--- config.mk ---
export PLATFORM = sky130hd
export DESIGN_NAME = noc_ni_rx_responder
export DESIGN_NICKNAME = d
export VERILOG_FILES = /design/src/rtl/noc_ni_rx_responder.sv
export SDC_FILE = /design/constraint.sdc
export NUM_CORES = 1
export LEC_CHECK = 0
export CORE_UTILIZATION = 40
export DETAILED_ROUTE_END_ITERATION = 7
export DONT_BUFFER_PORTS = 1
export PLACE_DENSITY_LB_ADDON = 0.1
export SLEW_MARGIN = 25
export SYNTH_ARGS = -nofsm -noshare
export SYNTH_HDL_FRONTEND = slang
export SYNTH_SLANG_ARGS = --single-unit
--- constraint.sdc ---
create_clock -name clk -period 17.4 [get_ports clk]
set_input_delay 3.48 -clock clk [delete_from_list [all_inputs] [get_ports clk]]
set_output_delay 3.48 -clock clk [all_outputs]
set_load 0.01 [all_outputs]
--- src/rtl/noc_ni_rx_responder.sv ---
// AXI-Lite write responder at the PE end of a mesh NI link: accepts routed messages, filters on destination, buffers them for the PE.
// Optional build macro NI_PARITY_CHECK_EN: s_wdata[0] carries even parity over the message; failures answer SLVERR.
module noc_ni_rx_responder #(
    parameter int MSG_WIDTH  = 128,
    parameter int ADDR_WIDTH = 8,
    parameter int FIFO_DEPTH = 8,
    parameter int LOCAL_ADR  = 0,
    parameter int SIZE_X     = 4,
    parameter int SIZE_Y     = 4
) (
    input  logic                        clk,
    input  logic                        arst_n,
    input  logic                        s_awvalid,
    output logic                        s_awready,
    input  logic [ADDR_WIDTH-1:0]       s_awaddr,
    input  logic                        s_wvalid,
    output logic                        s_wready,
    input  logic [MSG_WIDTH-1:0]        s_wdata,
    output logic                        s_bvalid,
    input  logic                        s_bready,
    output logic [1:0]                  s_bresp,
    output logic                        pe_valid,
    input  logic                        pe_ready,
    output logic [3:0]                  pe_src_x,
    output logic [3:0]                  pe_src_y,
    output logic [MSG_WIDTH-17:0]       pe_payload,
    output logic [$clog2(FIFO_DEPTH):0] fifo_level,
    output logic [15:0]                 drop_cnt
);

    localparam int PTR_W = $clog2(FIFO_DEPTH);
    localparam int LVL_W = PTR_W + 1;
    // Stored entries drop the destination byte: only source and payload reach the PE.
    localparam int ENT_W = MSG_WIDTH - 8;
    localparam logic [3:0]       LOCAL_X = 4'(LOCAL_ADR % SIZE_X);
    localparam logic [3:0]       LOCAL_Y = 4'((LOCAL_ADR / SIZE_X) % SIZE_Y);
    localparam logic [LVL_W-1:0] DEPTH_L = LVL_W'(FIFO_DEPTH);
    localparam logic [1:0]       RESP_OKAY   = 2'b00;
    localparam logic [1:0]       RESP_SLVERR = 2'b10;
    localparam logic [1:0]       RESP_DECERR = 2'b11;

    typedef enum logic [1:0] {
        S_IDLE  = 2'd0,
        S_CHECK = 2'd1,
        S_RESP  = 2'd2
    } state_e;

`ifdef NI_PARITY_CHECK_EN
    function automatic logic parity_ok_f(input logic [MSG_WIDTH-1:0] msg);
        return ~(^msg);
    endfunction
`endif

    state_e                  state_q, state_d;
    logic                    aw_flag_q, aw_flag_d;
    logic                    w_flag_q, w_flag_d;
    logic [ADDR_WIDTH-1:0]   awaddr_q, awaddr_d;
    logic [MSG_WIDTH-1:0]    wdata_q, wdata_d;
    logic                    awready_q, awready_d;
    logic                    wready_q, wready_d;
    logic                    bvalid_q, bvalid_d;
    logic [1:0]              bresp_q, bresp_d;
    logic [15:0]             drop_q, drop_d;
    logic [PTR_W-1:0]        wr_ptr_q, wr_ptr_d;
    logic [PTR_W-1:0]        rd_ptr_q, rd_ptr_d;
    logic [LVL_W-1:0]        level_q, level_d;
    logic                    pe_valid_q, pe_valid_d;
    logic [ENT_W-1:0]        mem_q [FIFO_DEPTH];

    logic                    aw_hs_s, w_hs_s, push_s, pop_s, drop_inc_s, dst_match_s;
    logic [ENT_W-1:0]        head_s;
    logic                    unused_awaddr_s;

    assign aw_hs_s     = s_awvalid & awready_q;
    assign w_hs_s      = s_wvalid & wready_q;
    assign pop_s       = pe_valid_q & pe_ready;
    assign dst_match_s = (wdata_q[MSG_WIDTH-1 -: 4] == LOCAL_X) &&
                         (wdata_q[MSG_WIDTH-5 -: 4] == LOCAL_Y);
    // The write address is captured for protocol completeness but never decoded.
    assign unused_awaddr_s = ^awaddr_q;

    // Transaction FSM: channel capture, destination/parity check and response hold.
    always_comb begin
        state_d    = state_q;
        aw_flag_d  = aw_flag_q;
        w_flag_d   = w_flag_q;
        awaddr_d   = awaddr_q;
        wdata_d    = wdata_q;
        bvalid_d   = bvalid_q;
        bresp_d    = bresp_q;
        push_s     = 1'b0;
        drop_inc_s = 1'b0;
        case (state_q)
            S_IDLE: begin
                if (aw_hs_s) begin
                    aw_flag_d = 1'b1;
                    awaddr_d  = s_awaddr;
                end else begin
                    aw_flag_d = aw_flag_q;
                end
                if (w_hs_s) begin
                    w_flag_d = 1'b1;
                    wdata_d  = s_wdata;
                end else begin
                    w_flag_d = w_flag_q;
                end
                if (aw_flag_d && w_flag_d) begin
                    state_d = S_CHECK;
                end else begin
                    state_d = S_IDLE;
                end
            end
            S_CHECK: begin
`ifdef NI_PARITY_CHECK_EN
                if (!parity_ok_f(wdata_q)) begin
                    bresp_d    = RESP_SLVERR;
                    drop_inc_s = 1'b1;
                end else if (dst_match_s) begin
                    bresp_d = RESP_OKAY;
                    push_s  = 1'b1;
                end else begin
                    bresp_d    = RESP_DECERR;
                    drop_inc_s = 1'b1;
                end
`else
                if (dst_match_s) begin
                    bresp_d = RESP_OKAY;
                    push_s  = 1'b1;
                end else begin
                    bresp_d    = RESP_DECERR;
                    drop_inc_s = 1'b1;
                end
`endif
                bvalid_d = 1'b1;
                state_d  = S_RESP;
            end
            S_RESP: begin
                if (s_bready) begin
                    bvalid_d  = 1'b0;
                    aw_flag_d = 1'b0;
                    w_flag_d  = 1'b0;
                    state_d   = S_IDLE;
                end else begin
                    state_d = S_RESP;
                end
            end
            default: begin
                state_d   = S_IDLE;
                bvalid_d  = 1'b0;
                aw_flag_d = 1'b0;
                w_flag_d  = 1'b0;
            end
        endcase
    end

    // FIFO bookkeeping, drop counter and the registered ready/valid outputs derived from next state.
    always_comb begin
        wr_ptr_d = wr_ptr_q;
        rd_ptr_d = rd_ptr_q;
        level_d  = level_q;
        drop_d   = drop_q;
        if (push_s) begin
            wr_ptr_d = wr_ptr_q + PTR_W'(1);
        end else begin
            wr_ptr_d = wr_ptr_q;
        end
        if (pop_s) begin
            rd_ptr_d = rd_ptr_q + PTR_W'(1);
        end else begin
            rd_ptr_d = rd_ptr_q;
        end
        case ({push_s, pop_s})
            2'b10:   level_d = level_q + LVL_W'(1);
            2'b01:   level_d = level_q - LVL_W'(1);
            default: level_d = level_q;
        endcase
        if (drop_inc_s && (drop_q != 16'hFFFF)) begin
            drop_d = drop_q + 16'd1;
        end else begin
            drop_d = drop_q;
        end
        awready_d  = (state_d == S_IDLE) && !aw_flag_d && (level_d < DEPTH_L);
        wready_d   = (state_d == S_IDLE) && !w_flag_d && (level_d < DEPTH_L);
        pe_valid_d = (level_d != LVL_W'(0));
    end

    // Control and status registers; reset discards any in-flight write and flushes the FIFO.
    always_ff @(posedge clk or negedge arst_n) begin
        if (!arst_n) begin
            state_q    <= S_IDLE;
            aw_flag_q  <= 1'b0;
            w_flag_q   <= 1'b0;
            awaddr_q   <= '0;
            wdata_q    <= '0;
            awready_q  <= 1'b0;
            wready_q   <= 1'b0;
            bvalid_q   <= 1'b0;
            bresp_q    <= RESP_OKAY;
            drop_q     <= 16'd0;
            wr_ptr_q   <= '0;
            rd_ptr_q   <= '0;
            level_q    <= '0;
            pe_valid_q <= 1'b0;
        end else begin
            state_q    <= state_d;
            aw_flag_q  <= aw_flag_d;
            w_flag_q   <= w_flag_d;
            awaddr_q   <= awaddr_d;
            wdata_q    <= wdata_d;
            awready_q  <= awready_d;
            wready_q   <= wready_d;
            bvalid_q   <= bvalid_d;
            bresp_q    <= bresp_d;
            drop_q     <= drop_d;
            wr_ptr_q   <= wr_ptr_d;
            rd_ptr_q   <= rd_ptr_d;
            level_q    <= level_d;
            pe_valid_q <= pe_valid_d;
        end
    end

    // Receive FIFO storage; contents are don't-care until the pointers mark them valid.
    always_ff @(posedge clk) begin
        if (push_s) begin
            mem_q[wr_ptr_q] <= wdata_q[ENT_W-1:0];
        end
    end

    assign head_s     = mem_q[rd_ptr_q];
    assign s_awready  = awready_q;
    assign s_wready   = wready_q;
    assign s_bvalid   = bvalid_q;
    assign s_bresp    = bresp_q;
    assign pe_valid   = pe_valid_q;
    assign pe_src_x   = head_s[ENT_W-1 -: 4];
    assign pe_src_y   = head_s[ENT_W-5 -: 4];
    assign pe_payload = head_s[MSG_WIDTH-17:0];
    assign fifo_level = level_q;
    assign drop_cnt   = drop_q;

endmodule

==> summary.txt, run 1 <==
Power
  • Reg power frac: 47.5%
  • Leak Pwr: 15.7 nW
  • Total Power: 8.16 mW
  • Int Pwr: 5.90 mW
  • Clock share of power: 31.7%
  • PD cells: 170 nW/µm²
  • Switching Share: 27.7%
  • Psw: 2.26 mW
  • Part of the power in combinational logic: 20.9%
  • Worst VDD drop: 106 µV

Synth
  • Synth Register Bits: 1123
  • Syn Nets: 1951
  • Number of synthesized flops with an enable pin: 960
  • Synth warnings: 0
  • Most numerous cell in the Yosys netlist: edfxtp_1
  • Top cell types by occurrence after synthesis: edfxtp_1 (960), mux2_2 (251), mux4_2 (228), dfrtp_1 (163), buf_2 (23)
  • Gate count after technology mapping: 1803
  • Leading post-synthesis cells by cell area: edfxtp_1 (68%), mux4_2 (12%), dfrtp_1 (9.6%)
  • Cell taking the most area after synthesis: edfxtp_1
  • Post-synth top flop: edfxtp_1
  • Syn_area_per_cell: 23.6 µm²
  • Post-synth cell types: 46
  • Seq/Total Area, Yosys: 77.5%
  • Post-synth top area share: 67.9%
  • Post-Syn Area: 42500 µm²
  • FFs w/ async S/R, synth: 14.5%

Hold path
  • Worst hold path class: register to register
  • Worst Hold Launch: wdata_q[125]

Setup path
  • Crit Path Category: register to output port
  • Slowest CP cell: dfrtp_4
  • FF-to-FF Start: wdata_q[121]
  • Crit. Startpoint: rd_ptr_q[0]
  • Crit-path cells: buf_4 > buf_4 > mux4_1 > mux2_2
  • Most frequent CP cell: buf_4
  • CP Max Fanout: 41
  • CP max stage delay: 0.92 ns
  • Crit start category: register
  • CP Data Required Time: 13.92 ns
  • Crit path DAT: 4.13 ns
  • Crit. End Element: output port
  • CP delay by family, top: buffers and inverters
  • Bufs and invs on worst path: 2

GRT
  • Initial antenna violation count: 18
  • Vias in the first global route: 19700
  • Gr ovfl total: 0
  • GRT Total Usage: 17.2%
  • First-pass GRT wire length: 133 mm
  • Largest net degree at the start of global routing: 164

Timing
  • Setup TNS: 0 ns
  • Slew Limit Fails: 0
  • Peak Freq: 131 MHz
  • Post-route clock period utilization: 43.8%
  • Final hold vios: 0
  • RSZ-0062 raised after global routing: false
  • Slew @ Worst Pin: 1.06 ns
  • Endpoints failing setup: 0
  • Worst Skew: 0.0133 ns
  • Slew margin rel.: 29.3%
  • Fin crit period: 7.61 ns

Outcome
  • Status: complete, no violations

Clocking
  • CTS tree: built
  • Clock transition at path regs: 0.06 ns
  • Clock sink total: 1123
  • Clock tree buffer depth: 3
  • CTS root buf: clkbuf_16
  • Clk_lat worst skew: 0.68 ns
  • Num CTS Buffers: 118
  • Hold buffers post-CTS: 0
  • PostCTS Resize Cnt: 0
  • H-tree depth: 3
  • Setup Fix Bufs, Post-CTS: 0

Route
  • Detailed Route WL: 91.3 mm
  • Drc violations: 0
  • Via Count: 18100
  • Drt first-iter violations: 1124
  • DR vias/cell: 5.36
  • Antenna-violating nets left: 0
  • Drt wl/cell: 27.1 µm
  • 1st-pass router iterations: 5

Placement
  • Dpl hpwl: 45.1 mm
  • GP Congestion: 0.707
  • DP Area: 44100 µm²
  • Placed Cells: 3145
  • IO Port Bufs: 0

Finish
  • Syn-to-layout area delta: 13.3%
  • Post-layout util: 45.7%
  • Non-filler cells in the finished layout: 3370
  • Fin nets: 2022
  • Design area: 48100 µm²
  • FILL cells: 8749
  • Layout cells sized above 1: 36.3%

Floorplan
  • DIE HEIGHT: 328 µm
  • Core Region: 105000 µm²
  • Die X: 328 µm
  • Number of I/O pins: 288
  • Die Area: 107000 µm²
  • Row Count: 119
  • Initial Utilization: 40.3%

Job
  • Max-Cap Viols: 0
-- power by group through the flow --
stage | Clock, mW | Combinational [mW] | Sequential, mW
after floorplan | 0 | 1.47 | 3.72
after global placement | 0 | 1.75 | 3.90
after detailed placement | 0 | 1.76 | 3.94
after CTS | 2.66 | 1.77 | 3.88
after global routing | 2.75 | 1.84 | 3.94
final | 2.58 | 1.70 | 3.88
-- per-layer routing --
metal	vias up	track usage, %	share of wire [%]
li1	7688	-	-
met1	9847	22.4	42
met2	364	28.3	49
met3	152	4.97	6.0
met4	20	4.41	2.2
met5	-	0	0.14
-- stage by stage --
step,setup WS [ns],hold WS [ns]
2_1_floorplan,3.94,0.448
3_3_place_gp,10.33,0.493
3_5_place_dp,10.31,0.499
4_1_cts,9.55,0.513
5_1_grt,9.38,0.530
6_report,9.79,0.504
-- logic make-up after synthesis --
family,synth area share (%)
buffers and inverters,1.23
adders and majority gates,0.177
and+or+nand+nor,0.834
AOI/OAI and AO/OA,0.250
muxes,19.5
DFF,77.5
xor gates and xnor gates,0.474
-- area by class of cell --
class | instances | area, µm² | share of cell area [%]
diodes | 6 | 15.0 | 0.0312
clock buffers | 158 | 3280 | 6.81
well taps | 1391 | 1740 | 3.62
repair buffers | 33 | 298 | 0.619
multi-input cells | 595 | 9090 | 18.9
inverters | 3 | 11.3 | 0.0234
clock inverters | 61 | 763 | 1.59
flip-flops and latches | 1123 | 32900 | 68.4
-- flip-flops by register name, indices dropped and copies added, names as in the netlist --
register    count
mem_q         960
wdata_q       128
drop_cnt       16
fifo_level      4
rd_ptr_q        3
wr_ptr_q        3
state_q         2
aw_flag_q       1
pe_valid        1
s_awready       1
s_bresp         1
s_bvalid        1
s_wready        1
w_flag_q        1
-- worst paths after layout --
| check | slack (ns) | cells past startpoint | end |
|---|---|---|---|
| hold reg to reg | 0.50 | 1 | wdata_q[125] |
| setup / recovery | 9.79 | 4 | pe_payload[62] |
| setup reg to reg | 13.40 | 6 | mem_q[3][89] |
| min in group asynchronous | 2.50 | 0 | wdata_q[56] |
| max in group asynchronous | 14.61 | 0 | wdata_q[100] |
| hold / removal | 0.50 | 1 | wdata_q[125] |
-- cells in the final DEF (no fill, tap or decap), drive strengths merged, types with 3 or more instances in the layout --
master / n
nand3: 5
nand2: 12
or4: 4
nor2: 7
buf: 33
clkbuf: 158
inv: 4
nor3: 8
edfxtp: 960
clkinv: 40
nor4: 3
mux2: 252
nand4: 6
xor2: 10
mux4: 240
and4: 4
bufinv: 18
ha: 6
xnor2: 13
a21oi: 5
diode: 6
dfrtp: 163
and3: 3
Note: power is estimated with default switching activity, not from simulation.
==> run 2, diff against run 1 <==
- clock period: 17.4 -> 7.8 ns (I/O delays scaled with it)
==> run 2 against run 1 <==
- wire length fell by 1.6%
- clock-buffer cell count rose by 17
- worst setup slack got worse by 6.9 ns
- cell count hardly changed
- critical endpoint unchanged
- sequential share of layout area grew 0.060 points
- power increased by 120%
- critical path type unchanged
- register-to-register slack got worse by 9.5 ns
- highest routed layer unchanged
- sequential power up 120%
- clock skew rose by 0.0055 ns
- critical path depth decreased by 1
- die area unchanged
- hold slack worse by 0.0040 ns
==> summary.txt, run 2 (synthesis results as in run 1) <==
Outcome
  • Status: complete, no violations (unchanged)

Setup path
  • CP Data Required Time: 6.24 ns (was 13.92 ns)
  • FF-to-FF Start: wdata_q[121] (unchanged)
  • Reg2Reg Setup Slack: 3.94 ns (was 13.40 ns)
  • Crit. End Element: output port (unchanged)
  • Crit path DAT: 3.34 ns (was 4.13 ns)
  • CP max stage delay: 0.82 ns (was 0.92 ns)
  • Reg-to-Reg End: mem_q[0][80] (was mem_q[3][89])
  • Slowest CP cell: dfrtp_4 (unchanged)
  • Crit Path Category: register to output port (unchanged)
  • Crit start category: register (unchanged)
  • CP Max Fanout: 96 (was 41)
  • Crit-path cells: buf_12 > mux4_1 > mux2_2 (was buf_4 > buf_4 > mux4_1 > mux2_2)
  • FF-to-FF path depth: 6 (unchanged)

Power
  • Leak Pwr: 15.6 nW (was 15.7 nW)
  • Reg power frac: 47.5% (about the same)
  • PD cells: 376 nW/µm² (was 170 nW/µm²)
  • Worst VDD drop: 308 µV (was 106 µV)
  • Int Pwr: 13.1 mW (was 5.90 mW)
  • Switching Share: 27.8% (was 27.7%)
  • Psw: 5.02 mW (was 2.26 mW)
  • Clock share of power: 31.2% (was 31.7%)
  • Part of the power in combinational logic: 21.3% (was 20.9%)

Route
  • Drt wl/cell: 26.7 µm (was 27.1 µm)
  • Via Count: 17900 (was 18100)
  • Drt first-iter violations: 1074 (was 1124)
  • DR vias/cell: 5.32 (was 5.36)
  • Drc violations: 0 (unchanged)
  • Antenna-violating nets left: 0 (unchanged)
  • Detailed Route WL: 89.9 mm (was 91.3 mm)
  • 1st-pass router iterations: 5 (unchanged)

Floorplan
  • Core Region: 105000 µm² (unchanged)
  • DIE HEIGHT: 328 µm (unchanged)
  • Row Count: 119 (unchanged)
  • Die Area: 107000 µm² (unchanged)
  • Die X: 328 µm (unchanged)
  • Number of I/O pins: 288 (unchanged)
  • Initial Utilization: 40.3% (unchanged)

Timing
  • Peak Freq: 204 MHz
  • Slew Limit Fails: 0 (unchanged)
  • Min Hold Slack: 0.500 ns (was 0.504 ns)
  • Slew @ Worst Pin: 0.987 ns (was 1.06 ns)
  • Post-route clock period utilization: 62.8%
  • Final hold vios: 0 (unchanged)
  • Endpoints failing setup: 0 (unchanged)
  • Fin crit period: 4.90 ns
  • Slew margin rel.: 34.2% (was 29.3%)
  • Final Worst Setup Slack: 2.90 ns (was 9.79 ns)
  • RSZ-0062 raised after global routing: false (unchanged)
  • Worst Skew: 0.0188 ns (was 0.0133 ns)
  • Setup TNS: 0 ns (unchanged)

Finish
  • Syn-to-layout area delta: 13.2% (was 13.3%)
  • Max FFs per register: 960 (unchanged)
  • Most flop-heavy register: mem_q (unchanged)
  • Layout cells sized above 1: 35.8% (was 36.3%)
  • Most common cell after layout, fill and taps aside: edfxtp_1 (unchanged)
  • Fin nets: 2020 (was 2022)
  • Most frequent cells in the layout: edfxtp_1 (960), mux2_2 (251), mux4_2 (228), dfrtp_1 (160), clkbuf_16 (120) (was edfxtp_1 (960), mux2_2 (251), mux4_2 (228), dfrtp_1 (160), clkbuf_16 (121))
  • Post-layout util: 45.7% (about the same)
  • Non-filler cells in the finished layout: 3369 (was 3370)

Clocking
  • CTS root buf: clkbuf_16 (unchanged)
  • Num CTS Buffers: 117 (was 118)
  • PostCTS Resize Cnt: 0 (unchanged)
  • Clk_lat worst skew: 0.70 ns (was 0.68 ns)
  • Clock tree buffer depth: 3 (unchanged)
  • Clock transition at path regs: 0.06 ns (about the same)
  • Hold buffers post-CTS: 0 (unchanged)
  • Clock sink total: 1123 (unchanged)
  • H-tree depth: 3 (unchanged)
  • CTS tree: built (unchanged)
  • Setup Fix Bufs, Post-CTS: 0 (unchanged)

Hold path
  • Hold Crit Depth: 2 (was 1)
  • Worst Hold Launch: w_flag_q (was wdata_q[125])
  • Hold path endpoint: w_flag_q (was wdata_q[125])
  • Worst hold path class: register to register (unchanged)

GRT
  • Largest net degree at the start of global routing: 164 (unchanged)
  • GRT Total Usage: 16.9% (was 17.2%)
  • First-pass GRT wire length: 132 mm (was 133 mm)
  • Initial antenna violation count: 19 (was 18)
  • Gr ovfl total: 0 (unchanged)
  • Vias in the first global route: 19700 (about the same)

Placement
  • Placed Cells: 3144 (was 3145)
  • IO Port Bufs: 0 (unchanged)
  • Dpl hpwl: 44.3 mm (was 45.1 mm)
  • Pre-CTS WS: 3.50 ns (was 10.31 ns)
  • GP Congestion: 0.703 (was 0.707)

Job
  • Max-Cap Viols: 0 (unchanged)
-- run 2: critical path, delay by kind of cell (launching register included) --
family / cells / cell delay [ns]
muxes: 2 / 1.03
buffers and inverters: 1 / 0.62
DFF: 1 / 0.82
-- run 2: power by group through the flow --
stage	logic, mW	registers, mW	clock network, mW
5_1_grt	4.16	8.72	6.02
4_1_cts	4.00	8.60	5.79
2_1_floorplan	3.27	8.30	0
3_5_place_dp	3.98	8.72	0
3_3_place_gp	3.97	8.62	0
6_report	3.86	8.58	5.64
-- run 2: routing by layer --
metal / part of all wire, % / GRT usage [%]
met1: 43 / 22.2
met3: 5.6 / 4.26
met4: 1.6 / 4.59
met2: 50 / 28.1
met5: 0.17 / 0
-- run 2: worst max path at each step --
| stage | startpoint | to | slack, ns |
|---|---|---|---|
| final | rd_ptr_q[0] | pe_payload[62] | 2.90 |
| after global routing | rd_ptr_q[0] | pe_payload[73] | 2.63 |
| after CTS | rd_ptr_q[0] | pe_payload[62] | 2.71 |
| after detailed placement | rd_ptr_q[0] | pe_payload[62] | 3.50 |
| after global placement | rd_ptr_q[0] | pe_payload[62] | 3.49 |
| after floorplan | wdata_q[121] | mem_q[4][0] | -2.43 |
-- run 2: cell type report --
type	instances	area (µm²)
Fill cell	8703	57200
Sequential cell	1123	32900
Multi-Input combinational cell	595	9110
Clock buffer	175	3370
Tap cell	1391	1740
Clock inverter	47	591
Timing Repair Buffer	32	328
Inverter	3	11.3
Antenna cell	3	7.51
-- run 2: metrics by stage --
step / instance area (µm²) / total power [mW]
floorplan: 42500 / 11.6
global placement: 44100 / 12.6
detailed placement: 44100 / 12.7
CTS: 48100 / 18.4
global route: 48100 / 18.9
finish: 48100 / 18.1
